<file path="src/rtl/pwm_timer_if.sv">
// Control and status bundle for pwm_timer: clock select, mode, compare
// value write port, and the counter/waveform/overflow outputs.
interface pwm_timer_if;
  logic [2:0] cs;
  logic       mode;
  logic [1:0] com;
  logic       ocr_wr;
  logic [7:0] ocr_data;
  logic       pwm_gen;
  logic       tov;
  logic [7:0] tcnt;

  modport master (
    output cs, mode, com, ocr_wr, ocr_data,
    input  pwm_gen, tov, tcnt
  );

  modport slave (
    input  cs, mode, com, ocr_wr, ocr_data,
    output pwm_gen, tov, tcnt
  );
endinterface

</file>
<file path="src/rtl/pwm_timer.sv">
// 8-bit PWM timer with 10-bit prescaler, fast PWM and optional phase-correct
// PWM (enabled by defining PWM_PHASE_CORRECT_EN).
module pwm_timer (
  input logic        clk,
  input logic        rst,
  pwm_timer_if.slave bus
);

  logic [9:0] presc;
  logic [2:0] cs_q;
  logic [7:0] cnt;
  logic [7:0] cnt_nxt;
  logic [7:0] ocr_buf;
  logic [7:0] ocr_active;
  logic       stopped;
  logic       cs_chg;
  logic [9:0] limit;
  logic       tick;
  logic       upd;
  logic       ovf;
  logic       cmp;

  function automatic logic [9:0] presc_limit(input logic [2:0] sel);
    case (sel)
      3'b001:  return 10'd0;
      3'b010:  return 10'd7;
      3'b011:  return 10'd63;
      3'b100:  return 10'd255;
      3'b101:  return 10'd1023;
      default: return 10'd0;
    endcase
  endfunction

  assign stopped = !(bus.cs inside {[3'b001:3'b101]});
  assign cs_chg  = (bus.cs != cs_q);
  assign limit   = presc_limit(bus.cs);
  assign tick    = !stopped && !cs_chg && (presc == limit);
  assign cmp     = (cnt < ocr_active);
  assign bus.tcnt = cnt;

`ifdef PWM_PHASE_CORRECT_EN
  typedef enum logic {UP = 1'b0, DOWN = 1'b1} dir_e;
  dir_e dir, dir_nxt;

  always_ff @(posedge clk or posedge rst) begin
    if (rst) dir <= UP;
    else     dir <= dir_nxt;
  end
`else
  logic unused_mode;
  assign unused_mode = bus.mode;
`endif

  // NOTE: every output of this block is defaulted first so no path leaves
  // a value unassigned, which would otherwise infer a latch.
  always_comb begin
    cnt_nxt = cnt;
    upd     = 1'b0;
    ovf     = 1'b0;
`ifdef PWM_PHASE_CORRECT_EN
    dir_nxt = dir;
    if (!bus.mode) dir_nxt = UP;
`endif
    if (tick) begin
`ifdef PWM_PHASE_CORRECT_EN
      if (bus.mode) begin
        // Turnaround happens on the tick taken at either extreme.
        if (dir == UP) begin
          if (cnt == 8'hFF) begin
            dir_nxt = DOWN;
            cnt_nxt = 8'hFE;
            upd     = 1'b1;
          end else begin
            cnt_nxt = cnt + 8'd1;
          end
        end else begin
          if (cnt == 8'h00) begin
            dir_nxt = UP;
            cnt_nxt = 8'h01;
            ovf     = 1'b1;
          end else begin
            cnt_nxt = cnt - 8'd1;
          end
        end
      end else
`endif
      begin
        cnt_nxt = cnt + 8'd1;
        if (cnt == 8'hFF) begin
          upd = 1'b1;
          ovf = 1'b1;
        end
      end
    end
  end

  // NOTE: state registers use non-blocking assignments so all flops sample
  // the pre-edge values regardless of statement order.
  always_ff @(posedge clk or posedge rst) begin
    if (rst) begin
      presc <= 10'd0;
      cs_q  <= 3'b000;
      cnt   <= 8'd0;
    end else begin
      cs_q <= bus.cs;
      cnt  <= cnt_nxt;
      if (cs_chg)        presc <= 10'd0;
      else if (!stopped) presc <= (presc == limit) ? 10'd0 : presc + 10'd1;
    end
  end

  // A write landing on the update point bypasses the buffer.
  always_ff @(posedge clk or posedge rst) begin
    if (rst) begin
      ocr_buf    <= 8'd0;
      ocr_active <= 8'd0;
    end else begin
      if (bus.ocr_wr) ocr_buf <= bus.ocr_data;
      if (stopped && bus.ocr_wr) ocr_active <= bus.ocr_data;
      else if (upd)              ocr_active <= bus.ocr_wr ? bus.ocr_data : ocr_buf;
    end
  end

  always_ff @(posedge clk or posedge rst) begin
    if (rst) begin
      bus.pwm_gen <= 1'b0;
      bus.tov     <= 1'b0;
    end else begin
      bus.tov <= ovf;
      case (bus.com)
        2'b10:   bus.pwm_gen <= cmp;
        2'b11:   bus.pwm_gen <= ~cmp;
        default: bus.pwm_gen <= 1'b0;
      endcase
    end
  end

endmodule

</file>
<file path="src/flat_wrapper.sv">
// flat-port wrapper written by rule: the top's interface ports become plain ports
module pwm_timer_flat 
  (clk, rst, bus_cs, bus_mode, bus_com, bus_ocr_wr, bus_ocr_data, bus_pwm_gen, bus_tov, bus_tcnt);
  pwm_timer_if bus_i ();
  input logic clk;
  input logic rst;
  input wire logic [$bits(bus_i.cs)-1:0] bus_cs;
  input wire logic [$bits(bus_i.mode)-1:0] bus_mode;
  input wire logic [$bits(bus_i.com)-1:0] bus_com;
  input wire logic [$bits(bus_i.ocr_wr)-1:0] bus_ocr_wr;
  input wire logic [$bits(bus_i.ocr_data)-1:0] bus_ocr_data;
  output wire logic [$bits(bus_i.pwm_gen)-1:0] bus_pwm_gen;
  output wire logic [$bits(bus_i.tov)-1:0] bus_tov;
  output wire logic [$bits(bus_i.tcnt)-1:0] bus_tcnt;
  assign bus_i.cs = bus_cs;
  assign bus_i.mode = bus_mode;
  assign bus_i.com = bus_com;
  assign bus_i.ocr_wr = bus_ocr_wr;
  assign bus_i.ocr_data = bus_ocr_data;
  assign bus_pwm_gen = bus_i.pwm_gen;
  assign bus_tov = bus_i.tov;
  assign bus_tcnt = bus_i.tcnt;
  pwm_timer u_core (.clk(clk), .rst(rst), .bus(bus_i));
endmodule
</file>
<file path="config.mk">
export PLATFORM = sky130hd
export DESIGN_NAME = pwm_timer_flat
export DESIGN_NICKNAME = d
export VERILOG_FILES = /design/src/rtl/pwm_timer_if.sv /design/src/rtl/pwm_timer.sv /design/src/flat_wrapper.sv
export SDC_FILE = /design/constraint.sdc
export NUM_CORES = 1
export LEC_CHECK = 0
export ABC_AREA = 1
export CAP_MARGIN = 20
export CORE_ASPECT_RATIO = 0.5
export CORE_UTILIZATION = 25
export CTS_CLUSTER_SIZE = 24
export DETAILED_ROUTE_END_ITERATION = 16
export GPL_TIMING_DRIVEN = 0
export SLEW_MARGIN = 20
export SYNTH_ARGS = -nofsm -noshare
export SYNTH_HDL_FRONTEND = slang
export SYNTH_SLANG_ARGS = --single-unit
</file>
<file path="constraint.sdc">
create_clock -name clk -period 1.6 [get_ports clk]
set_input_delay 0.32 -clock clk [delete_from_list [all_inputs] [get_ports clk]]
set_output_delay 0.32 -clock clk [all_outputs]
set_load 0.005 [all_outputs]
</file>
=== Word level (Yosys, flattened, before mapping) ===
Cells that the tools add are included.

* Add/subtract/negate cells: 2
* $mul: 0
* Divide/modulo/power cells: 0
* Order comparisons: 3
* Eq/ne operators: 9
* Shifts and indexed selects: 0
* Muxes and demuxes: 10
* Bitwise gates (word level): 1
* Reductions and logical operators: 8

{| class="wikitable"
|+ Operator list
! cell !! number
|-
| one-hot mux 10 bit (4 select lines) || 1
|-
| 2-to-1 mux 10 bit || 3
|-
| 2-to-1 mux 8 bit || 3
|-
| adder 10 x 1 -> 10 bit (second input constant) || 1
|-
| == test 10 bit || 1
|-
| adder 8 x 1 -> 8 bit (second input constant) || 1
|-
| == test 8 bit (second input constant) || 1
|-
| less-than comparator 8 bit || 1
|-
| == test 3 x 2 -> 1 bit (second input constant) || 2
|-
| == test 3 bit (second input constant) || 2
|-
| == test 2 bit (second input constant) || 2
|-
| logical AND 1 bit || 4
|-
| nonzero test 2 bit || 2
|-
| >= comparator 3 x 1 -> 1 bit (second input constant) || 1
|-
| less-or-equal comparator 3 bit (second input constant) || 1
|-
| != test 3 bit || 1
|-
| logical NOT 1 bit || 2
|-
| 2-to-1 mux 1 bit || 2
|-
| one-hot mux 1 bit (2 select lines) || 1
|-
| inverter 1 bit || 1
|}

* Flip-flop bits (word level): 39
* Bits in latches: 0
* RAM bits: 0
* Bits in read-only memories: 0
* Bits of input ports: 17
* Output and inout bits: 10
* Logic and storage cells: 40
* Memories: 0

=== Longest topological paths before layout ===
* Depth after elaboration: 7
* Mapped depth: 12
* Gate-level depth less buffers: 11

=== Least setup slack after synthesis ===
Ideal clock, no wire load.

* Path kind: flip-flop to flip-flop
* Start: register u_core.presc[2]
* End: register u_core.cnt[6], in the netlist u_core.bus.tcnt[6]
* Setup time: 0.122 ns
* Data arrival time: 1.311 ns
* Data required time: 1.478 ns
* Path slack: 0.167 ns
* Stages on the path, launching flop included: 12
* Buffers on the path: 1
* Clock period less this slack: 1.433 ns
* Path through: dfrtp_1 > nand3_1 > nor2_1 > nand2_1 > nand2_1 > nor2b_4 > nand2_4 > clkinv_2 > nand2_1 > buf_6 > nand2_1 > o21ai_2

* Cells in the longest elaborated chain, start to end: 2

{| class="wikitable"
|+ Ends and longest elaborated chain
! item !! line !! text
|-
| start, declared || pwm_timer.sv:9 || <nowiki>logic [9:0] presc;</nowiki>
|-
| start signal, assigned || pwm_timer.sv:108 || <nowiki>else if (!stopped) presc <= (presc == limit) ? 10'd0 : presc + 10'd1;</nowiki>
|-
| == test 10 bit || pwm_timer.sv:37 || <nowiki>assign tick = !stopped && !cs_chg && (presc == limit);</nowiki>
|-
| logical AND 1 bit || pwm_timer.sv:37 ||
|-
| end signal, assigned || pwm_timer.sv:106 || <nowiki>cnt <= cnt_nxt;</nowiki>
|-
| end, declared || pwm_timer.sv:11 || <nowiki>logic [7:0] cnt;</nowiki>
|}

Every way passes these cells.
A chain may end at the register's enable or synchronous reset.

=== Final worst setup path ===
* Start: register u_core.cnt[3], in the netlist u_core.bus.tcnt[3]
* End: output bus_tcnt[3]

{| class="wikitable"
|+ RTL lines
! item !! line !! text
|-
| end, declared || flat_wrapper.sv:14 || <nowiki>output wire logic [$bits(bus_i.tcnt)-1:0] bus_tcnt;</nowiki>
|}

No word-level cell between the ends.

==> out/qor.txt <==
NumNets Final: 311
# fillers: 832
Setup-failing EPs final: 0
Top Ports: 27
final worst path period share: 98.2%
Clk pin slew, worst setup/hold paths: 60 ps
layout cell share with drive strength beyond 1: 20.3%
power density cells: 1010 nW/µm²
Synth async-reset ratio: 100%
vias in the first global route: 1538
Post-synth EDFFs: 0
dpl hpwl: 3030 µm
FF+latch area: 985 µm²
H-tree levels: 2
#FFs+latches synth: 39
VDD IR max: 0.367 mV
Avg Synthesized Cell Area: 8.66 µm²
Pwr Total: 2.85 mW
initial antenna violation count: 0
1st-pass router iterations: 10
initial cell density of the core: 25.9%
cells after synthesis: 241
CTS Root Cell: clkbuf_16
clk_lat worst skew: 290 ps
worst-path cell chain: clkdlybuf4s50_1
max_slew headroom: 68.8%
PortBufs: 24
Setup crit start kind: register
Syn Std Cell Area: 2090 µm²
Area Growth Syn to Fin: 35.4%
Yosys cell types: 27
GRT Overall Usage: 10.2%
CTS sink count: 39
largest area contributor in the netlist: dfrtp_1
vias per inst: 4.26
Worst path depth: 1
count leader, synth: nand2_1
worst hold-check path type: input pin to register
gp weighted congestion: 0.748
prevailing post-synth register cell: dfrtp_1
std cell rows: 23
Post-Route WL: 4270 µm
first-pass GRT wire length: 6880 µm
TritonCTS buffer count: 5
antenna fix cells: 0
failing checks: design-rule violations
Critical Path AT: 1250 ps
Crit Path Category: register to output port
register area share after synthesis: 46.8%
largest cells by area after synthesis: dfrtp_1 47%, nand2_1 12%, nand3_1 6.5%
CTS tree: done
post-place setup slack: -568 ps
FMAX: 0.637 GHz
R2R cell count: 11
largest net degree at the start of global routing: 22
Vert. Die Dim: 66.6 µm
LEAKAGE: 1.30 nW
via count: 1695
fin crit period: 1570 ps
synthesized net count: 267
status: complete, but fails checks
Worst Skew: 7.83 ps
CORE AREA: 8060 µm²
Initial DRC Count: 102
critical path endpoint category: output port
Critical Path Slowest Stage Cell: clkdlybuf4s50_1
Worst Tran Pin Value: 468 ps
Hold Path Depth: 1
CP top delay family: buffers and inverters
Critical Path Fanout Max: 6
drt wl/cell: 10.7 µm
setup ws final: 29.0 ps
most frequent cells after synthesis: 65 x nand2_1, 39 x dfrtp_1, 27 x nand3_1
Buf/Inv on CP: 1
die area: 8740 µm²
Multi-input gate area: 1040 µm²
Ys Warns: 0
Worst Path Required: 1280 ps
clock tree buffer depth: 2
total global routing overflow: 0
Max-Cap Viols: 0
Critical Path Max Stage Delay: 520 ps
number of remaining DRC errors: 2
fin. max-slew vios: 0
Synth top area share: 46.8%
die width: 131 µm
unrepaired setup endpoints after global routing: true
final hold vios: 0
Routed Antenna Nets: 0
## power by group
group	switching, mW	internal (mW)
clock	0.420	0.741
sequential	0.0793	1.09
combinational	0.261	0.254
total	0.761	2.08
## stage by stage
step	area [µm²]	utilization [%]	hold WS, ps	setup TNS, ps	cells
detailed placement	2490	31.0	488	-14480	378
global placement	2470	30.6	481	-35010	377
CTS	2710	33.6	340	0	386
floorplan	2090	-	351	0	241
finish	2830	35.1	225	0	398
global route	2830	35.1	232	-43.3	398
## layer usage
layer,track usage [%],up-vias,routed length [µm]
met5,0,-,0
met4,5.29,0,66
met3,2.44,5,106
met2,17.8,14,2060
met1,11.9,795,2040
li1,-,881,-
## cell usage in the layout (no fill, tap or decap), types with 2 or more instances in the layout
master / netlist / routed
clkbuf_16: 0 / 5
ha_1: 9 / 9
nor2_1: 14 / 11
buf_4: 0 / 11
dfrtp_1: 39 / 32
o21ai_1: 1 / 3
a21oi_1: 5 / 5
buf_6: 1 / 3
dfrtp_2: 0 / 7
inv_6: 0 / 2
nand2_4: 2 / 3
inv_1: 26 / 25
nand2_2: 0 / 2
nor3_1: 2 / 2
nand2_1: 65 / 62
o21ai_2: 2 / 2
mux2_2: 8 / 8
nor2_2: 0 / 2
nand4_1: 4 / 4
xnor2_1: 8 / 8
inv_2: 1 / 2
nand3_1: 27 / 25
o22ai_1: 8 / 8
clkdlybuf4s50_1: 0 / 21
o21ai_0: 6 / 4
xor2_1: 5 / 5
## path summary, 6_finish.rpt
check	from	endpoint	slack (ps)
max	u_core.bus.tcnt[3]$_DFFE_PP0P_	bus_tcnt[3]	30
min	bus_cs[2]	u_core.cs_q[2]$_DFF_PP0_	230
max reg2reg	u_core.presc[2]$_DFFE_PP0P_	u_core.bus.tcnt[6]$_DFFE_PP0P_	120
min reg2reg	u_core.ocr_buf[5]$_DFF_PP0_	u_core.ocr_buf[5]$_DFF_PP0_	500
max in group asynchronous	rst	u_core.bus.tcnt[2]$_DFFE_PP0P_	760
min in group asynchronous	rst	u_core.ocr_buf[3]$_DFF_PP0_	360
## area by class of cell
type | instances | area share (%)
buffer | 3 | 0.930
multi-input combinational | 171 | 36.7
sequential | 39 | 34.9
clock buffer | 5 | 4.43
timing repair buffer | 37 | 12.6
inverter | 28 | 3.90
tap | 112 | 4.96
clock inverter | 3 | 1.64
## sequential cells by signal (all words and copies together), names as in the netlist
name	cells
u_core.bus.pwm_gen	1
u_core.bus.tcnt	8
u_core.bus.tov	1
u_core.cs_q	3
u_core.ocr_active	8
u_core.ocr_buf	8
u_core.presc	10
## what timing repair did
| item | in CTS | in global routing |
|---|---|---|
| setup endpoints to repair | 33 | 31 |
| setup buffers | 0 | 11 |
| hold endpoints to repair | 0 | 0 |
| gates resized for setup | 20 | 15 |
| gates cloned | 0 | 1 |
| pin swaps | 1 | 3 |
| hold buffers | 0 | 0 |
## cell families after synthesis
| family | share of synthesized area, % |
|---|---|
| simple gates | 25.5 |
| flops | 46.8 |
| buf+inv | 6.05 |
| compound gates | 6.47 |
| xor+xnor | 5.46 |
| fa+ha+maj | 5.40 |
| mux | 4.32 |
(Power assumes the default switching activity.)
